$ cat src/rtl/weight_pkg.sv
// Shared constants, FIFO entry layout and channel packing helper for the
// multi-channel weight read path.
package weight_pkg;

    localparam int MAX_WEIGHT_ROMS = 3;
    localparam int W_DATA_DEF      = 3;
    localparam int N_CH_DEF        = 3;

    typedef struct packed {
        logic                             err;
        logic [N_CH_DEF*W_DATA_DEF-1:0]   data;
    } wentry_t;

    function automatic int ch_slice(input int ch, input int w_data);
        return ch * w_data;
    endfunction

endpackage

$ cat src/rtl/weight_ofifo.sv
// Output FIFO for packed weight words; pointers wrap modulo DEPTH so any
// depth >= 2 works. Caller never pushes when full nor pops when empty.
module weight_ofifo #(
    parameter  int W     = 10,
    parameter  int DEPTH = 3,
    localparam int OCC_W = $clog2(DEPTH + 1),
    localparam int PTR_W = (DEPTH > 1) ? $clog2(DEPTH) : 1
) (
    input  logic             clk,
    input  logic             rst,
    input  logic             push_i,
    input  logic [W-1:0]     wdata_i,
    input  logic             pop_i,
    output logic [W-1:0]     head_o,
    output logic [OCC_W-1:0] occ_o
);
    if (DEPTH < 2) begin : g_depth_err
        $error("weight_ofifo: DEPTH must be at least 2");
    end

    logic [W-1:0]     mem_q [DEPTH];
    logic [PTR_W-1:0] wr_q, wr_d, rd_q, rd_d;
    logic [OCC_W-1:0] occ_q, occ_d;

    function automatic logic [PTR_W-1:0] wrap_inc(input logic [PTR_W-1:0] p);
        return (p == PTR_W'(DEPTH - 1)) ? '0 : p + 1'b1;
    endfunction

    always_comb begin
        wr_d  = wr_q;
        rd_d  = rd_q;
        occ_d = occ_q;
        if (push_i) wr_d = wrap_inc(wr_q);
        if (pop_i)  rd_d = wrap_inc(rd_q);
        case ({push_i, pop_i})
            2'b10:   occ_d = occ_q + 1'b1;
            2'b01:   occ_d = occ_q - 1'b1;
            default: occ_d = occ_q;
        endcase
    end

    always_ff @(posedge clk) begin
        if (!rst) begin
            wr_q  <= '0;
            rd_q  <= '0;
            occ_q <= '0;
        end else begin
            wr_q  <= wr_d;
            rd_q  <= rd_d;
            occ_q <= occ_d;
        end
    end

    always_ff @(posedge clk) begin
        if (push_i) mem_q[wr_q] <= wdata_i;
    end

    assign head_o = mem_q[rd_q];
    assign occ_o  = occ_q;
endmodule

$ cat src/rtl/weight_roms.sv
// Weight ROM images, one module per bank; each registers its word one cycle
// after en_i. Contents are fixed closed-form patterns of the address.
module weights0_rom #(
    parameter int W_DATA = 3,
    parameter int W_ADDR = 12
) (
    input  logic              clk,
    input  logic              en_i,
    input  logic [W_ADDR-1:0] addr_i,
    output logic [W_DATA-1:0] q_o
);
    logic [W_DATA-1:0] word;
    logic [W_DATA-1:0] rom_q;

    // Bit j is the parity of every address bit k with k mod W_DATA == j.
    always_comb begin
        word = '0;
        for (int k = 0; k < W_ADDR; k++) begin
            word[k % W_DATA] = word[k % W_DATA] ^ addr_i[k];
        end
    end

    always_ff @(posedge clk) begin
        if (en_i) rom_q <= word;
    end

    assign q_o = rom_q;
endmodule

module weights1_rom #(
    parameter int W_DATA = 3,
    parameter int W_ADDR = 12
) (
    input  logic              clk,
    input  logic              en_i,
    input  logic [W_ADDR-1:0] addr_i,
    output logic [W_DATA-1:0] q_o
);
    logic [W_DATA-1:0] rom_q;

    always_ff @(posedge clk) begin
        if (en_i) rom_q <= W_DATA'(addr_i + (addr_i >> 3));
    end

    assign q_o = rom_q;
endmodule

module weights2_rom #(
    parameter int W_DATA = 3,
    parameter int W_ADDR = 12
) (
    input  logic              clk,
    input  logic              en_i,
    input  logic [W_ADDR-1:0] addr_i,
    output logic [W_DATA-1:0] q_o
);
    logic [W_DATA-1:0] rom_q;

    always_ff @(posedge clk) begin
        if (en_i) rom_q <= W_DATA'((addr_i >> 1) + W_ADDR'(5));
    end

    assign q_o = rom_q;
endmodule

$ cat src/rtl/weight_bank_rd.sv
// Lock-step read of N_CH weight ROMs from one address stream, returned as one
// packed word per address through a credit-limited output FIFO.
module weight_bank_rd
    import weight_pkg::*;
#(
    parameter int W_DATA      = 3,
    parameter int W_ADDR      = 12,
    parameter int N_CH        = 3,
    parameter int WEIGHT_BASE = 0,
    parameter int N_ENTRIES   = 4096,
    parameter int FIFO_DEPTH  = 3
) (
    input  logic                   clk,
    input  logic                   rst,
    input  logic                   addr_valid,
    output logic                   addr_ready,
    input  logic [W_ADDR-1:0]      addr_data,
    output logic                   data_valid,
    input  logic                   data_ready,
    output logic [N_CH*W_DATA-1:0] data,
    output logic                   data_err
);
    localparam int DW    = N_CH * W_DATA;
    localparam int OCC_W = $clog2(FIFO_DEPTH + 1);
    localparam logic [W_ADDR:0] ADDR_LIMIT = (W_ADDR + 1)'(N_ENTRIES);
    localparam logic [OCC_W:0]  CREDITS    = (OCC_W + 1)'(FIFO_DEPTH);

    if (N_CH < 1 || N_CH > MAX_WEIGHT_ROMS || WEIGHT_BASE < 0 ||
        WEIGHT_BASE + N_CH > MAX_WEIGHT_ROMS) begin : g_cfg_err
        $error("weight_bank_rd: N_CH/WEIGHT_BASE select a weight ROM that does not exist");
    end

    logic              fire_a, pop;
    logic              inflight_q, inflight_d;
    logic              err_q, err_d;
    logic [DW-1:0]     rom_word;
    logic [DW:0]       push_ent, head;
    logic [OCC_W-1:0]  occ;
    logic [OCC_W:0]    credits_used;

    // Credit counts the word still inside the ROM so the push one cycle later
    // always finds a free slot; built from registers only.
    assign credits_used = {1'b0, occ} + (OCC_W + 1)'(inflight_q);
    assign addr_ready   = rst && (credits_used < CREDITS);
    assign fire_a       = addr_valid && addr_ready;

    always_comb begin
        inflight_d = fire_a;
        err_d      = ({1'b0, addr_data} >= ADDR_LIMIT);
    end

    always_ff @(posedge clk) begin
        if (!rst) inflight_q <= 1'b0;
        else      inflight_q <= inflight_d;
    end

    always_ff @(posedge clk) begin
        if (fire_a) err_q <= err_d;
    end

    for (genvar i = 0; i < N_CH; i++) begin : g_ch
        localparam int ROM_ID = WEIGHT_BASE + i;
        logic [W_DATA-1:0] q;
        if (ROM_ID == 0) begin : g_rom0
            weights0_rom #(.W_DATA(W_DATA), .W_ADDR(W_ADDR)) u_rom (
                .clk(clk), .en_i(fire_a), .addr_i(addr_data), .q_o(q));
        end else if (ROM_ID == 1) begin : g_rom1
            weights1_rom #(.W_DATA(W_DATA), .W_ADDR(W_ADDR)) u_rom (
                .clk(clk), .en_i(fire_a), .addr_i(addr_data), .q_o(q));
        end else begin : g_rom2
            weights2_rom #(.W_DATA(W_DATA), .W_ADDR(W_ADDR)) u_rom (
                .clk(clk), .en_i(fire_a), .addr_i(addr_data), .q_o(q));
        end
        assign rom_word[ch_slice(i, W_DATA) +: W_DATA] = q;
    end

    assign push_ent = {err_q, err_q ? {DW{1'b0}} : rom_word};

    weight_ofifo #(.W(DW + 1), .DEPTH(FIFO_DEPTH)) u_ofifo (
        .clk    (clk),
        .rst    (rst),
        .push_i (inflight_q),
        .wdata_i(push_ent),
        .pop_i  (pop),
        .head_o (head),
        .occ_o  (occ)
    );

    assign data_valid = rst && (occ != '0);
    assign pop        = data_valid && data_ready;
    assign data       = data_valid ? head[DW-1:0] : {DW{1'b0}};
    assign data_err   = data_valid && head[DW];
endmodule

$ cat config.mk
export PLATFORM = sky130hd
export DESIGN_NAME = weight_bank_rd
export DESIGN_NICKNAME = d
export VERILOG_FILES = /design/src/rtl/weight_pkg.sv /design/src/rtl/weight_ofifo.sv /design/src/rtl/weight_roms.sv /design/src/rtl/weight_bank_rd.sv
export SDC_FILE = /design/constraint.sdc
export NUM_CORES = 1
export LEC_CHECK = 0
export BUFFER_PORTS_ARGS = -buffer_cell sky130_fd_sc_hd__buf_4
export CAP_MARGIN = 20
export CORE_MARGIN = 2
export CORE_UTILIZATION = 25
export CTS_CLUSTER_SIZE = 20
export DETAILED_ROUTE_END_ITERATION = 10
export GPL_ROUTABILITY_DRIVEN = 0
export GPL_TIMING_DRIVEN = 0
export HOLD_SLACK_MARGIN = 0.15
export PLACE_DENSITY = 0.41
export SLEW_MARGIN = 10
export SYNTH_ARGS = -nofsm -noshare
export SYNTH_HDL_FRONTEND = slang
export SYNTH_HIERARCHICAL = 1
export SYNTH_SLANG_ARGS = --single-unit
$ cat constraint.sdc
create_clock -name clk -period 3.76 [get_ports clk]
set_input_delay 0.752 -clock clk [delete_from_list [all_inputs] [get_ports clk]]
set_output_delay 0.752 -clock clk [all_outputs]
set_load 0.005 [all_outputs]
==> impl_metrics.ini, run 1 <==
[clocking]
ctsResizeCount = 0
clock_path_buffers = 2
cts_tree = built
cts-buffers-inserted = 5
cts_root_buf = clkbuf_8
cts_hold_buf = 0
cts_setup_buffers = 0
worstSkewPairLatency_ns = 0.30
clock_sink_count = 48
path_clk_slew_ns = 0.08
cts_max_level = 2

[global_routing]
grt_start_max_net_pins = 17
antenna_found_initial = 0
gr-total-overflow = 0
grt_pass1_vias = 1162
grt_pass1_wl_um = 5600
track_usage_pct = 8.62

[setup_path]
start_kind = register
critPathTopFamily = adder cells
critical_path.cell_chain = ha_1, ha_1, a211oi_1, buf_4
crit_fanout = 6
worst-path-buf-inv = 1
crit_arrival_ns = 1.60
slowest_delay_ns = 0.37
cp_common_cell = ha_1
worstSetupPathType = register to output pin
cp-end-kind = output pin
cp.required_ns = 3.01
slowest_stage = dfxtp_1

[floorplanning]
die-area_sq_um = 8940
ios = 28
coreArea_sq_um = 8090
start_util_pct = 25.3
die_y_um = 94.5
fp.dieW_um = 94.5
num_rows = 33

[logic_synthesis]
ys_warn_count = 6
syn-mean-instance-area_sq_um = 14.6
yosys_most_used_dff = edfxtp_1
syn_inst = 140
yosysSeqAreaShare_pct = 65.9
async_reset_ff_share_pct = 0
synth-edff-count = 39
ys_ff_latch = 48
yosysUniqueCellTypes = 30
netlist_area_sq_um = 2050

[layout]
fill_cells = 842
final_cell_mix = edfxtp_1 (39), buf_4 (29), nand2_1 (12)
layout.nets = 200
fin_area_sq_um = 2530
regArea_sq_um = 1350
multi_input_comb_area_sq_um = 669
insertedDiodeCount = 0
synthToLayoutAreaGrowth_pct = 23.3
layout_commonest_cell = edfxtp_1
finish.utilization_pct = 31.2
drive_gt1_share_pct = 29.6

[placed_design]
post-place-ws_ns = 1.47
hpwl_um = 2590
io_buffer_count = 27
dpl_cell_area_sq_um = 2400

[routing]
routed_wl_um = 3480
viasPerCell = 3.94
num_vias = 1119
drc = 0
postRouteAntennaNets = 0
drt_iter0_drc = 60
wire_per_inst_um = 12.3
dr.pass1.iters = 6

[timing]
whs_ns = 0.492
finClkSkew_ns = 0.00428
tightest_slew_ns = 1.01
hold_viol = 0
setup_tns_ns = 0
slew_viol_final = 0
rsz0062_at_grt = false
setup_slack_ns = 1.41
fmax_ghz = 0.425
period_share_pct = 62.6
slew_headroom_pct = 32.5
finalSetupViolations = 0
min_period_ns = 2.35

[outcome]
status = finished clean

[min_path]
hold_path_class = register to register

[power_and_ir_drop]
leakagePower_nw = 0.903
vdd_drop_max_mv = 0.154
cellPowerDensity_nw_per_um2 = 441

[flow_run]
maxCapViolCount = 0
## metal layers
metal	up-vias	global-route usage, %	routed length [um]
li1	569	-	-
met1	522	9.00	1370
met5	-	0	0
met3	6	2.79	136
met2	22	15.7	1910
met4	0	3.99	71
## worst paths after layout
kind                               startpoint                          end  slack [ns]  cells past startpoint
setup / recovery                   inflight_q                   addr_ready        1.41                      4
hold / removal    g_ch[2].g_rom2.u_rom/q_o[2]          u_ofifo/mem_q[1][8]        0.49                      0
setup reg to reg                   inflight_q  g_ch[1].g_rom1.u_rom/q_o[0]        1.84                      4
hold reg to reg   g_ch[2].g_rom2.u_rom/q_o[2]          u_ofifo/mem_q[1][8]        0.49                      0
## Yosys cell counts, types with 2 or more instances
library cell / n / share of area, %
a2111oi_2: 2 / 1.5
xnor2_1: 9 / 3.8
nor2b_1: 3 / 0.92
xor2_1: 3 / 1.3
o21ai_0: 11 / 2.7
and2_4: 9 / 3.8
inv_1: 4 / 0.73
and2_2: 2 / 0.73
clkbuf_1: 2 / 0.37
nor2_1: 2 / 0.37
nand2_1: 12 / 2.2
mux2i_1: 10 / 4.9
dfxtp_1: 9 / 8.8
ha_1: 5 / 3.1
o21a_1: 4 / 1.5
edfxtp_1: 39 / 57
## flip-flops by register name (all words and copies together), names as in the netlist, named ones only
signal / count
u_ofifo/wr_q: 2
g_ch.g_rom2.u_rom/q_o: 3
inflight_q: 1
g_ch.g_rom0.u_rom/q_o: 3
u_ofifo/rd_q: 2
g_ch.g_rom1.u_rom/q_o: 3
u_ofifo/mem_q: 30
u_ofifo/occ_o: 2
## stage by stage
step                      power [mW]  cells
after CTS                       1.13    283
after floorplan                0.707    142
after global routing            1.17    284
after detailed placement       0.763    275
final                           1.12    284
after global placement         0.756    274
## final cells by class
class                   count  area share (%)
plain buffers               4            1.04
clock buffers               5            2.72
clock inverters             3            1.83
inverters                   4           0.594
multi-input cells          86            26.5
flip-flops and latches     48            53.5
well taps                 105            5.20
repair buffers             29            8.62
## power by group
part           internal (mW)  switching (mW)  total, mW  leakage, nW
registers              0.604          0.0145      0.618        0.431
logic                 0.0729          0.0581      0.131        0.417
clock network          0.200           0.166      0.366       0.0548
## cells by family after synthesis
group / after synthesis / synth area share [%]
adder cells (fa/ha/maj): 6 / 4.03
AND/OR/NAND/NOR: 34 / 9.95
flip-flops: 48 / 65.9
buffers and inverters: 8 / 2.01
other: 1 / 0.183
XOR/XNOR: 13 / 6.29
AO/OA/AOI/OAI: 20 / 6.72
multiplexers: 10 / 4.88
## worst register-to-register path: cells and delay by family (launching register included)
| family | cells | cell delay, ns |
|---|---|---|
| fa+ha+maj | 2 | 0.55 |
| compound gates | 1 | 0.45 |
| flops | 1 | 0.37 |
| buf+inv | 1 | 0.28 |
Note: power is estimated with default switching activity, not from simulation.
==> run 2, diff against run 1 <==
--- a/config.mk
+++ b/config.mk
@@ -14,7 +14,7 @@
 export GPL_ROUTABILITY_DRIVEN = 0
 export GPL_TIMING_DRIVEN = 0
 export HOLD_SLACK_MARGIN = 0.15
-export PLACE_DENSITY = 0.41
+export PLACE_DENSITY = 0.43
 export SLEW_MARGIN = 10
 export SYNTH_ARGS = -nofsm -noshare
 export SYNTH_HDL_FRONTEND = slang
==> constraint.sdc (replaced) <==
create_clock -name clk -period 2.1 [get_ports clk]
set_input_delay 0.42 -clock clk [delete_from_list [all_inputs] [get_ports clk]]
set_output_delay 0.42 -clock clk [all_outputs]
set_load 0.005 [all_outputs]
==> impl_metrics.ini, run 2 (same netlist as run 1, synthesis figures left out) <==
[outcome]
status = finished clean

[layout]
layout.nets = 199
largest_reg_flops = 30
final_cell_mix = edfxtp_1 (39), buf_4 (29), nand2_1 (12)
regArea_sq_um = 1350
drive_gt1_share_pct = 30.9
fill_cells = 838
layout_commonest_cell = edfxtp_1
multi_input_comb_area_sq_um = 689
synthToLayoutAreaGrowth_pct = 23.7
insertedDiodeCount = 0
top_register = u_ofifo/mem_q
finish.utilization_pct = 31.3

[floorplanning]
coreArea_sq_um = 8090
die_y_um = 94.5
fp.dieW_um = 94.5
start_util_pct = 25.3
ios = 28
num_rows = 33
die-area_sq_um = 8940

[timing]
tightest_slew_ns = 0.989
finalSetupViolations = 0
finClkSkew_ns = 0.00477
rsz0062_at_grt = false
setup_slack_ns = 0.109
slew_viol_final = 0
fmax_ghz = 0.502
period_share_pct = 94.8
slew_headroom_pct = 33.8
min_period_ns = 1.99
setup_tns_ns = 0
hold_viol = 0

[power_and_ir_drop]
p_int_mw = 1.56
pwr-share-comb_pct = 12.1
power_switching_mw = 0.424
p_clk_share_pct = 32.3
vdd_drop_max_mv = 0.262
finalPower_mw = 1.99
cellPowerDensity_nw_per_um2 = 784
switching_share_pct = 21.3
pwr-share-seq_pct = 55.6
leakagePower_nw = 0.901

[clocking]
cts_hold_buf = 0
cts_tree = built
cts_root_buf = clkbuf_8
cts_max_level = 2
path_clk_slew_ns = 0.08
clock_path_buffers = 2
cts-buffers-inserted = 5
clock_sink_count = 48
worstSkewPairLatency_ns = 0.30

[routing]
num_vias = 1151
dr.pass1.iters = 4
routed_wl_um = 3410
postRouteAntennaNets = 0
viasPerCell = 4.07
wire_per_inst_um = 12.1
drc = 0
drt_iter0_drc = 49

[setup_path]
slowest_stage = dfxtp_1
cp-end-kind = output pin
critPathTopFamily = adder cells
critical_path.cell_chain = ha_1, ha_2, a211oi_2, buf_4
worstSetupPathType = register to output pin
r2r_cells = 3
worst-path-buf-inv = 1
crit_arrival_ns = 1.57
start_kind = register
worst-path-stages = 4
cp.required_ns = 1.68
crit_fanout = 4
slowest_delay_ns = 0.43

[min_path]
hold_depth = 2
hold_path_class = primary input to register

[global_routing]
antenna_found_initial = 0
grt_pass1_vias = 1181
grt_start_max_net_pins = 16
gr-total-overflow = 0
track_usage_pct = 8.48
grt_pass1_wl_um = 5600

[placed_design]
hpwl_um = 2520
post-place-ws_ns = -0.227
io_buffer_count = 27

[flow_run]
maxCapViolCount = 0
## run 2: cell types whose count changed in the layout (fill, tap and decap cells not counted), sizes merged
cell and delta:
inv -1, clkbuf -1, clkinv +1
## run 2: power by group through the flow
stage | Clock, mW | Sequential (mW) | Combinational [mW]
final | 0.643 | 1.11 | 0.240
after global routing | 0.706 | 1.11 | 0.272
after CTS | 0.659 | 1.11 | 0.243
after detailed placement | 0 | 1.13 | 0.237
after global placement | 0 | 1.13 | 0.229
after floorplan | 0 | 1.12 | 0.147
## run 2: area by class of cell
cell class	instances	area share, %
Sequential cell	48	53.3
Multi-Input combinational cell	86	27.2
Timing Repair Buffer	28	8.29
Tap cell	105	5.18
Clock buffer	5	2.71
Clock inverter	3	1.68
Buffer	4	1.09
Inverter	4	0.592
## run 2: timing repair
item                       in CTS  in global routing
pin swaps                       0                  1
gates resized for setup         1                  4
buffers inserted                0                  0
setup endpoints to repair       9                 12
## run 2: worst reg2reg max path, delay by kind of cell, from the launching register on
family | cells | cell delay (ns)
AOI/OAI and AO/OA | 1 | 0.63
adders and majority gates | 2 | 0.49
DFF | 1 | 0.43
## run 2: path summary, 6_finish.rpt
check | end | from | slack, ns
max reg2reg | g_ch[0].g_rom0.u_rom/q_o[1] | u_ofifo/occ_o[0] | 0.18
max | addr_ready | u_ofifo/occ_o[0] | 0.11
min | u_ofifo/wr_q[0] | rst | 0.39
min reg2reg | u_ofifo/mem_q[1][5] | g_ch[1].g_rom1.u_rom/q_o[2] | 0.48
## run 2: per-stage QoR
step / cells / area (sq um) / hold slack [ns]
after floorplan: 142 / 2060 / 0.440
after detailed placement: 275 / 2400 / 0.456
after global placement: 274 / 2390 / 0.452
after global routing: 283 / 2540 / 0.392
final: 283 / 2540 / 0.395
after CTS: 283 / 2530 / 0.389
## run 2: routing by layer
| layer | vias to the layer above | GRT usage [%] | part of all wire (%) |
|---|---|---|---|
| met5 | - | 0 | 0 |
| met4 | 0 | 3.99 | 2.2 |
| met3 | 6 | 2.63 | 4.5 |
| met2 | 26 | 14.9 | 53 |
| met1 | 548 | 9.28 | 41 |
| li1 | 571 | - | - |
